$ cat src/rtl/hazard_control_unit.sv
// Hazard/stall controller for the 5-stage core: load-use and branch stalls,
// taken-branch squash, dmem freeze, timeout flag and stall-cycle counter.
module hazard_control_unit #(
  parameter int         REG_ADDR_WIDTH = 5,
  parameter logic [6:0] BRANCH_OPCODE  = 7'b1100111,
  parameter int         MEM_TIMEOUT    = 64,
  parameter int         CNT_WIDTH      = 32
) (
  input  logic                      clk,
  input  logic                      rst_n,
  input  logic [6:0]                IF_ID_inst_opcode,
  input  logic [REG_ADDR_WIDTH-1:0] IF_ID_rs1,
  input  logic [REG_ADDR_WIDTH-1:0] IF_ID_rs2,
  input  logic                      ID_EX_mem_rd_en,
  input  logic [REG_ADDR_WIDTH-1:0] ID_EX_rd,
  input  logic                      EX_MEM_mem_rd_en,
  input  logic [REG_ADDR_WIDTH-1:0] EX_MEM_rd,
  input  logic                      EX_MEM_mem_req,
  input  logic                      dmem_ready,
  input  logic                      branch_taken,
  output logic                      pc_wr_en,
  output logic                      IF_ID_wr_en,
  output logic                      ID_EX_wr_en,
  output logic                      EX_MEM_wr_en,
  output logic                      IF_ID_flush,
  output logic                      ID_EX_flush,
  output logic                      MEM_WB_flush,
  output logic                      mem_wait,
  output logic                      mem_timeout,
  output logic [CNT_WIDTH-1:0]      stall_cycles
);

  localparam int WW = $clog2(MEM_TIMEOUT + 1);

  typedef enum logic {RUN, MEM_WAIT} state_t;

  state_t               state_q, state_d;
  logic [WW-1:0]        wait_cnt_q, wait_cnt_d;
  logic                 mem_timeout_q, mem_timeout_d;
  logic [CNT_WIDTH-1:0] stall_cycles_q, stall_cycles_d;

  logic uses_rs1, uses_rs2, br;
  logic freeze, haz_a, haz_b, stall;

  always_comb begin
    uses_rs1 = 1'b1;
    uses_rs2 = 1'b0;
    unique case (IF_ID_inst_opcode)
      7'b0110111, 7'b0010111, 7'b1101111: uses_rs1 = 1'b0;
      default: ;
    endcase
    if (IF_ID_inst_opcode == 7'b0110011 ||
        IF_ID_inst_opcode == 7'b0100011 ||
        IF_ID_inst_opcode == BRANCH_OPCODE)
      uses_rs2 = 1'b1;
    br = (IF_ID_inst_opcode == BRANCH_OPCODE);

    freeze = EX_MEM_mem_req & ~dmem_ready;
    haz_a  = ID_EX_mem_rd_en & (ID_EX_rd != '0) &
             ((uses_rs1 & (ID_EX_rd == IF_ID_rs1)) |
              (uses_rs2 & (ID_EX_rd == IF_ID_rs2)));
    haz_b  = br & EX_MEM_mem_rd_en & (EX_MEM_rd != '0) &
             ((EX_MEM_rd == IF_ID_rs1) | (EX_MEM_rd == IF_ID_rs2));
    stall  = ~freeze & (haz_a | haz_b);
  end

  // Enables/flushes pass through untouched while reset is held.
  always_comb begin
    pc_wr_en     = 1'b1;
    IF_ID_wr_en  = 1'b1;
    ID_EX_wr_en  = 1'b1;
    EX_MEM_wr_en = 1'b1;
    IF_ID_flush  = 1'b0;
    ID_EX_flush  = 1'b0;
    MEM_WB_flush = 1'b0;
    if (rst_n) begin
      if (freeze) begin
        pc_wr_en     = 1'b0;
        IF_ID_wr_en  = 1'b0;
        ID_EX_wr_en  = 1'b0;
        EX_MEM_wr_en = 1'b0;
        MEM_WB_flush = 1'b1;
      end else if (stall) begin
        pc_wr_en    = 1'b0;
        IF_ID_wr_en = 1'b0;
        ID_EX_flush = 1'b1;
      end else if (br && branch_taken) begin
        IF_ID_flush = 1'b1;
      end
    end
  end

  always_comb begin
    state_d        = state_q;
    wait_cnt_d     = wait_cnt_q;
    mem_timeout_d  = mem_timeout_q;
    stall_cycles_d = stall_cycles_q;
    unique case (state_q)
      RUN:      if (freeze)  state_d = MEM_WAIT;
      MEM_WAIT: if (!freeze) state_d = RUN;
      default:  state_d = RUN;
    endcase
    if (!freeze)
      wait_cnt_d = '0;
    else if (wait_cnt_q != WW'(MEM_TIMEOUT))
      wait_cnt_d = wait_cnt_q + 1'b1;
    if (freeze && wait_cnt_q == WW'(MEM_TIMEOUT - 1))
      mem_timeout_d = 1'b1;
    if (!pc_wr_en && stall_cycles_q != '1)
      stall_cycles_d = stall_cycles_q + 1'b1;
  end

  always_ff @(posedge clk) begin
    if (!rst_n) begin
      state_q        <= RUN;
      wait_cnt_q     <= '0;
      mem_timeout_q  <= 1'b0;
      stall_cycles_q <= '0;
    end else begin
      state_q        <= state_d;
      wait_cnt_q     <= wait_cnt_d;
      mem_timeout_q  <= mem_timeout_d;
      stall_cycles_q <= stall_cycles_d;
    end
  end

  assign mem_wait     = (state_q == MEM_WAIT);
  assign mem_timeout  = mem_timeout_q;
  assign stall_cycles = stall_cycles_q;

endmodule

$ cat config.mk
export PLATFORM = sky130hd
export DESIGN_NAME = hazard_control_unit
export DESIGN_NICKNAME = d
export VERILOG_FILES = /design/src/rtl/hazard_control_unit.sv
export SDC_FILE = /design/constraint.sdc
export NUM_CORES = 1
export LEC_CHECK = 0
export ABC_AREA = 1
export BUFFER_PORTS_ARGS = -buffer_cell sky130_fd_sc_hd__buf_2
export CAP_MARGIN = 20
export CORE_UTILIZATION = 40
export DETAILED_ROUTE_END_ITERATION = 16
export REMOVE_ABC_BUFFERS = 1
export SYNTH_ARGS = -nofsm -noshare
export SYNTH_HDL_FRONTEND = slang
export SYNTH_SLANG_ARGS = --single-unit
$ cat constraint.sdc
create_clock -name clk -period 3.06 [get_ports clk]
set_clock_uncertainty 0.15 [all_clocks]
set_input_delay 0.153 -clock clk [delete_from_list [all_inputs] [get_ports clk]]
set_output_delay 0.153 -clock clk [all_outputs]
set_load 0.02 [all_outputs]
### After elaboration in Yosys (flattened, before gate mapping)

Index checks and enable logic that the tools add are counted.
Widths: inputs -> output; s select.

* flip-flop bits (word level): 41
* input port bits: 34
* logic and storage cells: 59

* add/sub/neg operators: 2
* equality and inequality tests: 13
* muxes and demuxes: 16
* bitwise operators: 14
* reductions and logical operators: 10

Operators with widths (count)
* $add 32x1->32 const B: 1
* $ne 32x32->1 const B: 1
* $eq 7x6->1 const B: 4
* $eq 5x5->1: 4
* $mux 1: 16
* $eq 7x7->1 const B: 2
* $reduce_bool 5->1: 2
* $and 1x1->1: 9
* $add 7x1->7 const B: 1
* $eq 7x5->1 const B: 1
* $ne 7x7->1 const B: 1
* $logic_and 1x1->1: 3
* $or 1x1->1: 3
* $reduce_or 3->1: 1
* $logic_or 1x1->1: 2
* $not 1->1: 2
* $reduce_and 2->1: 1
* $logic_not 1->1: 1

### Depth between registers and ports, before layout

Gate-level depths: netlist of run 1.

* depth in word-level cells: 14
* mapped depth: 15

### Worst setup path before layout of run 1

OpenSTA, ideal clock, no wires.

* path type: register to register
* start: register stall_cycles_q[0] (netlist: stall_cycles[0])
* end: register stall_cycles_q[30] (netlist: stall_cycles[30])
* setup time: 0.112 ns
* data arrival time: 1.792 ns
* required time: 2.798 ns
* slack: 1.006 ns
* stages on the path, launching flop included: 12
* cells stage by stage: dfxtp_1 ha_1 nand2_1 nor2_2 nand3b_2 nor2_4 nand3_1 nor3_2 and3_1 nand2_1 nand2_1 nand2_1

* longest elaborated chain between the ends: 2
* elaborated cells on any way between the ends: 3
* classes of those cells: add/sub: 1; eq/ne: 1; reduce/logical: 1

Ends and longest elaborated chain
* start: declaration: line 40 `logic [CNT_WIDTH-1:0] stall_cycles_q, stall_cycles_d;`
* start signal: assignment: line 123 `stall_cycles_q <= stall_cycles_d;`
* branches (longest 2 deep; another with $add 32x1->32)

Several ways; the timed one is not identified.
A chain may end at the register's enable or synchronous reset.

### Final worst setup path of run 1

* start: register stall_cycles_q[0] (netlist: stall_cycles[0])
* end: register stall_cycles_q[21] (netlist: stall_cycles[21])

The elaborated chain is that of the path after synthesis.

==> run metrics, run 1 <==
Die Span Y 85.8 µm; share of the synthesized area in the top cell type 0.292; Req. time, crit path 3.10 ns; # nets final 564; Leakage 1.71 nW; # resized after CTS 0; critical path's top delay family simple AND/OR/NAND/NOR gates; Max Fanout on Critical Path 25; Worst-path clk slew ~0.080 ns; Num Clock Sinks about 40; yosys warns 0; Mapped Cells roughly 460; largest net degree at the start of global routing just under 60; crit-path cells ha_1 > nand2_1 > nor2_2 > nand3b_2 > nor2_4 > nand4_4 > nand3b_1 > inv_1 > nand2_1 > nand2_1 > nand2_1 > nor2_1; share of layout cells above drive strength 1 0.206; post-synthesis sequential area ratio 0.292; DRC 0; Max clock buf depth 2; first-pass GRT wire length around 11000 µm; Top Ports 75; fin util 0.487; # rows 30; Final ANT Viol Nets 0; core area slightly below 7000 µm²; PwrDens 306 nW/µm²; Power Total about 1 mW; Synth cell types 31; root buffer cell clkbuf_8; cell taking the most area after synthesis dfxtp_1; n_diodes 0; Least-Margin Pin Slew between 0.5 and 0.6 ns; cell mode on critical path nand2_1; Starting Density 0.413; status finished clean; CP max stage cell dfxtp_1; CP endpoint kind register; area growth from synthesis to layout 17.8%; CTS buffer count 5; max-slew violations 0; synthesized area 2810 µm²; buffers and inverters on the worst path 1; pre-CTS WS between 0.7 and 0.8 ns; hold_buf cts 0; Tot GR Track Use 0.190; HP Class in2reg; GR Util met3 0.0375; Max-Cap Viols 0; met1 Track Usage GR 0.237; Rel. slew slack 0.642; worst skew pair latency around 0.29 ns; setup TNS 0 ns; DR iter-0 viols 130; H-tree depth 2; Avg Inst Size Synth 6.14 µm²; slowest stage delay, CP between 0.4 and 0.5 ns; RSZ-0062 raised after global routing false; Post-synth EDFFs 0; fin crit share 0.756; cell with the most instances after synthesis nand2_1; DR pass1 iterations 4; global routing's busiest layer met2; GPL Wtd Cong between 0.8 and 0.9; Buffers on Ports 74; clock period minus worst slack between 2 and 2.5 ns; initial antenna violation count 0; ys flop type dfxtp_1; vias in the first global route roughly 2700; Via density 4.61; Setup CP Type reg2reg; top cells by area, synth dfxtp_1 29%, nand2_1 16%, nor2_1 9.6%; Finished Layout Cells 624; setup repair bufs after CTS 0; Vias 2878; CP arrival about 2.4 ns; cell count after placement roughly 620; Final Hold Viols 0; drt total wl between 6000 and 7000 µm; crit start category register; wire length per cell 10.5 µm; top cells by count, synth 123 x nand2_1, 72 x nor2_1, 61 x inv_1, 48 x nand3_1, 41 x dfxtp_1; post-synthesis register bit count slightly above 40; Async SR Flop Fraction 0; maximum VDD drop 0.000195 V; DIE AREA about 7400 µm²; Final setup viols 0; met2 Track Usage GR 0.337; Die X between 80 and 90 µm; gr ovfl total 0; CTS tree yes; final setup margin between 0.7 and 0.8 ns; Fmax achieved 0.432 GHz; detailed-placement wirelength estimate around 5000 µm
-- final cells by class --
class	instances	area (µm²)
well taps	96	120
fillers	731	3490
flip-flops and latches	41	821
clock inverters	2	10.0
inverters	68	255
clock buffers	6	72.6
repair buffers	76	385
multi-input cells	335	1640
-- sequential cells by signal (all words and copies together), names as in the netlist --
signal and count:
mem_timeout 1, stall_cycles 32, mem_wait 1, wait_cnt_q 7
-- per-layer routing --
layer  share of wire  vias to the layer above
met3           0.039                        4
met1            0.47                     1251
li1                -                     1570
met4          0.0072                        0
met2            0.48                       53
met5               0                        -
-- metrics by stage --
stage | hold slack [ns] | area [µm²]
2_1_floorplan | 0.116 | 2710
3_3_place_gp | 0.305 | 3220
3_5_place_dp | 0.306 | 3220
4_1_cts | 0.0591 | 3310
5_1_grt | 0.0868 | 3310
6_report | 0.0562 | 3310
-- tightest hold or removal path, stage by stage --
cell	delay (ns)
buf_2	0.08
nor2_1	0.05
inv_1	0.07
nor2_1	0.08
-- cell families (layout without fill, tap and decap cells) --
logic type,count (synthesis),in the layout,share of synthesized area
buffers and inverters,81,152,0.124
flip-flops,41,41,0.292
AO/OA/AOI/OAI,27,27,0.0490
XOR/XNOR,20,20,0.0624
AND/OR/NAND/NOR,285,285,0.459
adder cells (fa/ha/maj),3,3,0.0134
-- where the power goes --
group	internal, mW	switching, mW
Combinational	0.0479	0.0755
Sequential	0.536	0.00398
Clock	0.158	0.190
Total	0.743	0.270
-- worst paths after layout --
kind | startpoint | end | slack [ns] | depth (start not counted)
worst max-delay path | stall_cycles[0] | stall_cycles[21] | 0.75 | 12
worst min-delay path | dmem_ready | mem_wait | 0.06 | 4
worst max register to register | stall_cycles[0] | stall_cycles[21] | 0.75 | 12
worst min register to register | wait_cnt_q[6] | wait_cnt_q[6] | 0.32 | 2
-- cell usage in the layout (no fill, tap or decap), drive strengths merged --
master  instances
nand3          51
a21oi          22
nor3b           1
buf            76
a211oi          1
nand2         125
and3            1
nand3b          2
nand4          14
xor2           11
nor2           80
inv            67
clkbuf          6
clkinv          3
xnor2           9
dfxtp          41
o21ai           4
nor3           11
ha              3
(Power assumes the default switching activity.)
==> inputs of run 2 (changes only) <==
Settings changed: PLACE_DENSITY set to 0.66.
Clock period 3.06 ns to 2 ns, I/O delays scaled along.
==> run 2 against run 1 <==
Die area did not move. Routed wire length rose by 6.0%. Fmax rose by 17%. Sequential cell count did not move. Final area up 12%. First-iteration DRC count decreased by 8.5%. Clock power grew 61%. Final cell count rose by 5.1%. Critical endpoint is now stall_cycles[30]. Highest routed layer unchanged.
==> run metrics, run 2 (same netlist as run 1, synthesis figures left out) <==
status finished clean; hold_buf cts 0 (unchanged); Die Span Y 85.8 µm (unchanged); Largest register FFs 32 (unchanged); Setup crit end stall_cycles[30]; DR pass1 iterations 4 (unchanged); Via density 4.64 (+0.61%); multi-input logic area 1730 µm² (+5.4%); # rows 30 (unchanged); n_diodes 0 (unchanged); initial antenna violation count 0 (unchanged); clock period minus worst slack 1.99 ns (-0.328 ns); most frequent cells in the layout 120 x nand2_1, 74 x buf_2, 70 x nor2_1; share of layout cells above drive strength 1 0.277 (+0.0703); HP Class in2reg; Max clock buf depth 2 (unchanged); H-tree depth 2 (unchanged); area growth from synthesis to layout 31.4%; Net Switching 0.414 mW (+54%); Tot GR Track Use 0.192 (+0.00154); root buffer cell clkbuf_8; crit start category register; fin crit share 0.993 (+0.237); Vias 3044 (+5.8%); combinational share of power 0.131 (+0.009); Num Clock Sinks 41 (unchanged); largest net degree at the start of global routing 32 (-45%); Worst-path clk slew 0.09 ns (about the same); vias in the first global route 2708 (+1.2%); CP arrival 2.03 ns (-0.32 ns); Leakage 1.93 nW (+13%); Setup CP Type reg2reg; clock share of power 0.352 (+0.008); CTS tree yes; # nets final 597 (+5.9%); PwrDens 432 nW/µm² (+41%); Finished Layout Cells 656 (+5.1%); Filler cells 658 (-10%); Net Sw Frac 0.260 (-0.00653); fin util 0.543 (+0.0564); Top Ports 75 (unchanged); sequential group share of total power 0.517 (-0.017); Die X 85.8 µm (unchanged); Worst Reg-to-Reg Cells 11 (-1); detailed-placement wirelength estimate 5300 µm (+5.6%); DRC 0 (unchanged); max-slew violations 0 (unchanged); core area 6790 µm² (unchanged); Starting Density 0.413 (unchanged); Fmax achieved 0.504 GHz (+17%); register area 826 µm² (+0.61%); Buffers on Ports 74 (unchanged); drt total wl 6960 µm (+6.0%); CP endpoint kind register; Internal 1.18 mW (+59%); Worst setup startpoint stall_cycles[1]; DR iter-0 viols 119 (-8.5%); Least-Margin Pin Slew 0.398 ns (-0.140 ns); r2r setup slk 0.01 ns (-0.73 ns); wire length per cell 10.6 µm (+0.80%); gr ovfl total 0 (unchanged); Req. time, crit path 2.04 ns (-1.06 ns); Final ANT Viol Nets 0 (unchanged); Final setup viols 0 (unchanged); maximum VDD drop 0.000340 V (+74%); GPL Wtd Cong 0.861 (+6.5%); Max Fanout on Critical Path 5 (-80%); CTS buffer count 5 (unchanged); Max-Cap Viols 0 (unchanged); reg-to-reg endpoint stall_cycles[30]; worst r2r src stall_cycles[1]; cell count after placement 638 (+3.6%); RSZ-0062 raised after global routing true; first-pass GRT wire length 11600 µm (+0.72%); most common cell after layout, fill and taps aside nand2_1; worst skew pair latency 0.29 ns (about the same); DIE AREA 7360 µm² (unchanged); Final Hold Viols 0 (unchanged); Rel. slew slack 0.734 (+0.0922)
## run 2: cell types whose count changed in the layout (fill, tap and decap cells not counted), sizes merged
cell	change
clkbuf	+1
buf	+33
clkinv	-2
## run 2: metrics by stage
| step | instance area [µm²] | hold slack [ns] | TNS (ns) | setup slack [ns] | power (mW) |
|---|---|---|---|---|---|
| floorplan | 2710 | 0.0627 | -11.04 | -0.830 | 0.947 |
| global placement | 3400 | 0.300 | 0 | 0.0723 | 1.05 |
| detailed placement | 3400 | 0.307 | 0 | 0.0241 | 1.05 |
| CTS | 3490 | 0.0150 | 0 | 0.00652 | 1.61 |
| global route | 3690 | 0.0340 | -1.22 | -0.0970 | 1.67 |
| finish | 3690 | 0.0114 | 0 | 0.0139 | 1.60 |
## run 2: how the worst min path moves through the flow
stage                  start         endpoint  slack [ns]  cells after the start
3_3_place_gp   wait_cnt_q[6]    wait_cnt_q[6]        0.30                      2
4_1_cts           dmem_ready         mem_wait        0.02                      4
6_report          dmem_ready         mem_wait        0.01                      4
5_1_grt                rst_n  stall_cycles[7]        0.03                      3
3_5_place_dp     mem_timeout      mem_timeout        0.31                      2
2_1_floorplan          rst_n      mem_timeout        0.06                      2
## run 2: layout make-up
type                            instances  area share
Clock buffer                            7      0.0234
Inverter                               68      0.0699
Multi-Input combinational cell        335       0.469
Sequential cell                        41       0.224
Tap cell                               96      0.0326
Timing Repair Buffer                  109       0.181
## run 2: what timing repair did
action                                  in CTS  in global routing
buffers inserted                             0                 11
endpoints found under the setup margin       0                 24
resized for setup                            0                 32
## run 2: power groups by stage
stage               Combinational, mW  Sequential (mW)  Clock [mW]
floorplan                      0.0978            0.849           0
global placement                0.203            0.843           0
detailed placement              0.207            0.843           0
CTS                             0.208            0.823       0.576
global route                    0.236            0.826       0.609
finish                          0.209            0.825       0.561
## run 2: critical path, cell delays in order (launching register included)
cell      delay [ns]
dfxtp_2         0.36
ha_4            0.15
nand2_4         0.05
nor2_4          0.14
nand3b_4        0.10
nor2_4          0.22
nand3_4         0.12
nor3_4          0.24
and3_4          0.21
nand2_1         0.05
nand2_1         0.05
nand2_1         0.04
## run 2: routing by layer
metal  routed length [µm]  up-vias  share of wire  track usage
met4                  119        0          0.017       0.0576
met5                    0        -              0            0
li1                     -     1636              -            -
met1                 3280     1342           0.47        0.235
met3                  280       11          0.040       0.0433
met2                 3280       55           0.47        0.336
==> inputs of run 3 (changes only) <==
Settings changed: SLEW_MARGIN set to 20.
Clock period 2 ns to 1.8 ns, I/O delays scaled along.
==> run 3 against run 2 <==
The run now ends with negative setup slack left. Routed wire length grew 12%. Combinational power increased by 25%. Worst setup slack lost 0.15 ns. Clock power rose by 13%. Utilization increased by 3.4 points. Die area did not move. Critical path type unchanged. Critical endpoint is now stall_cycles[3]. Largest cell class unchanged.
==> run metrics, run 3 (same netlist as run 1, synthesis figures left out) <==
pre-CTS WS -0.0862 ns (-0.110 ns); Via density 4.73 (+2.0%); worst skew pair latency 0.30 ns (about the same); Max Fanout on Critical Path 7 (+2); wire length per cell 11.6 µm (+9.6%); Top Ports 75 (unchanged); CP endpoint kind register; Final setup viols 30 (+30); Worst Hold Margin 0.143 ns (+0.132 ns); Setup CP Type reg2reg; combinational share of power 0.144 (+0.013); most frequent cells in the layout 116 x nand2_1, 74 x buf_2, 67 x nor2_1; DRC 0 (unchanged); n_diodes 0 (unchanged); Net Sw Frac 0.269 (+0.00896); max-slew violations 0 (unchanged); crit-path cells ha_4 > nand2_4 > nor2_4 > nand3b_4 > nor2_4 > nand4_4 > buf_6 > buf_16 > nand4_1 > inv_1 > a21oi_2 > nor2_1; Internal 1.33 mW (+12%); status finished, violations left; Rel. slew slack 0.778 (+0.0439); clock share of power 0.350 (-0.002); vias in the first global route 2806 (+3.6%); Power Total 1.81 mW (+14%); GPL Wtd Cong 0.863 (+0.29%); slowest stage delay, CP 0.37 ns (about the same); crit start category register; final setup margin -0.140 ns (-0.154 ns); Largest register FFs 32 (unchanged); # nets final 613 (+2.7%); Vias 3180 (+4.5%); sequential group share of total power 0.506 (-0.011); H-tree depth 2 (unchanged); Tot GR Track Use 0.206 (+0.0144); CTS tree yes; share of layout cells above drive strength 1 0.337 (+0.0600); clock period minus worst slack 1.94 ns (-0.0457 ns); placed cell area 3520 µm² (+3.5%); Final Hold Viols 0 (unchanged); first-pass GRT wire length 12200 µm (+5.6%); Worst-path clk slew 0.08 ns (about the same); gr ovfl total 0 (unchanged); CTS buffer count 5 (unchanged); # rows 30 (unchanged); most common cell after layout, fill and taps aside nand2_1; area growth from synthesis to layout 39.6%; Final ANT Viol Nets 0 (unchanged); Max-Cap Viols 0 (unchanged); initial antenna violation count 0 (unchanged); detailed-placement wirelength estimate 5490 µm (+3.7%); root buffer cell clkbuf_8; maximum VDD drop 0.000474 V (+39%); DIE AREA 7360 µm² (unchanged); Least-Margin Pin Slew 0.332 ns (-0.0656 ns); DR iter-0 viols 119 (unchanged); Die Span Y 85.8 µm (unchanged); Req. time, crit path 1.85 ns (-0.19 ns); Filler cells 665 (+1.1%); core area 6790 µm² (unchanged); PwrDens 462 nW/µm² (+6.9%); setup TNS -2.26 ns (-2.26 ns); Num Clock Sinks 41 (unchanged); DR pass1 iterations 4 (unchanged); failing checks negative setup slack; HP Class in2reg; Leakage 2.00 nW (+3.3%); Max clock buf depth 2 (unchanged); Starting Density 0.413 (unchanged); final instance area 3920 µm² (+6.2%); Die X 85.8 µm (unchanged); CP arrival 1.99 ns (-0.04 ns); fin crit share 1.08 (+0.0850); Fmax achieved 0.515 GHz (+2.4%); Buffers on Ports 74 (unchanged); CP max stage cell dfxtp_2; cell mode on critical path nor2_4; RSZ-0062 raised after global routing true; drt total wl 7810 µm (+12%); Net Switching 0.487 mW (+17%); largest net degree at the start of global routing 34 (+6.3%)
[run 3: stage by stage]
| step | cells | util |
|---|---|---|
| after floorplan | 444 | - |
| after global placement | 654 | 0.518 |
| after detailed placement | 654 | 0.518 |
| after CTS | 667 | 0.549 |
| after global routing | 672 | 0.577 |
| final | 672 | 0.577 |
[run 3: timing repair]
action | in CTS | in global routing
resized for setup | 14 | 42
hold buffers | 2 | 0
setup endpoints to repair | 30 | 33
hold endpoints to repair | 4 | 0
pin swaps | 1 | 19
setup buffers | 3 | 5
gates cloned | 1 | 1
[run 3: final cells by class]
class                   count  area [µm²]  share of cell area
clock buffers               7        86.3              0.0220
flip-flops and latches     41         825               0.210
inverters                  68         258              0.0658
multi-input cells         335        1810               0.461
repair buffers            125         823               0.210
well taps                  96         120              0.0306
[run 3: layer usage]
layer | up-vias | wire length, µm | global-route usage
met5 | - | 0 | 0
met4 | 0 | 114 | 0.0561
met3 | 11 | 260 | 0.0356
met2 | 63 | 3920 | 0.369
met1 | 1439 | 3510 | 0.255
li1 | 1667 | - | -
[run 3: worst paths after layout]
kind	slack, ns	end	start	depth (start not counted)
worst max register to register	-0.14	stall_cycles[3]	stall_cycles[1]	12
worst min-delay path	0.14	stall_cycles[7]	rst_n	4
worst min register to register	0.31	wait_cnt_q[6]	wait_cnt_q[6]	2
worst max-delay path	-0.14	stall_cycles[3]	stall_cycles[1]	12
[run 3: critical path: cells and delay by family (launching register included)]
family | cells | cell delay [ns]
AO/OA/AOI/OAI | 1 | 0.11
adder cells (fa/ha/maj) | 1 | 0.16
buffers and inverters | 3 | 0.35
AND/OR/NAND/NOR | 7 | 0.70
flip-flops | 1 | 0.37
[run 3: power groups by stage]
stage / Combinational (mW) / Sequential [mW] / Clock (mW)
detailed placement: 0.235 / 0.936 / 0
finish: 0.261 / 0.917 / 0.634
global route: 0.289 / 0.918 / 0.677
global placement: 0.228 / 0.936 / 0
floorplan: 0.109 / 0.944 / 0
CTS: 0.240 / 0.917 / 0.645
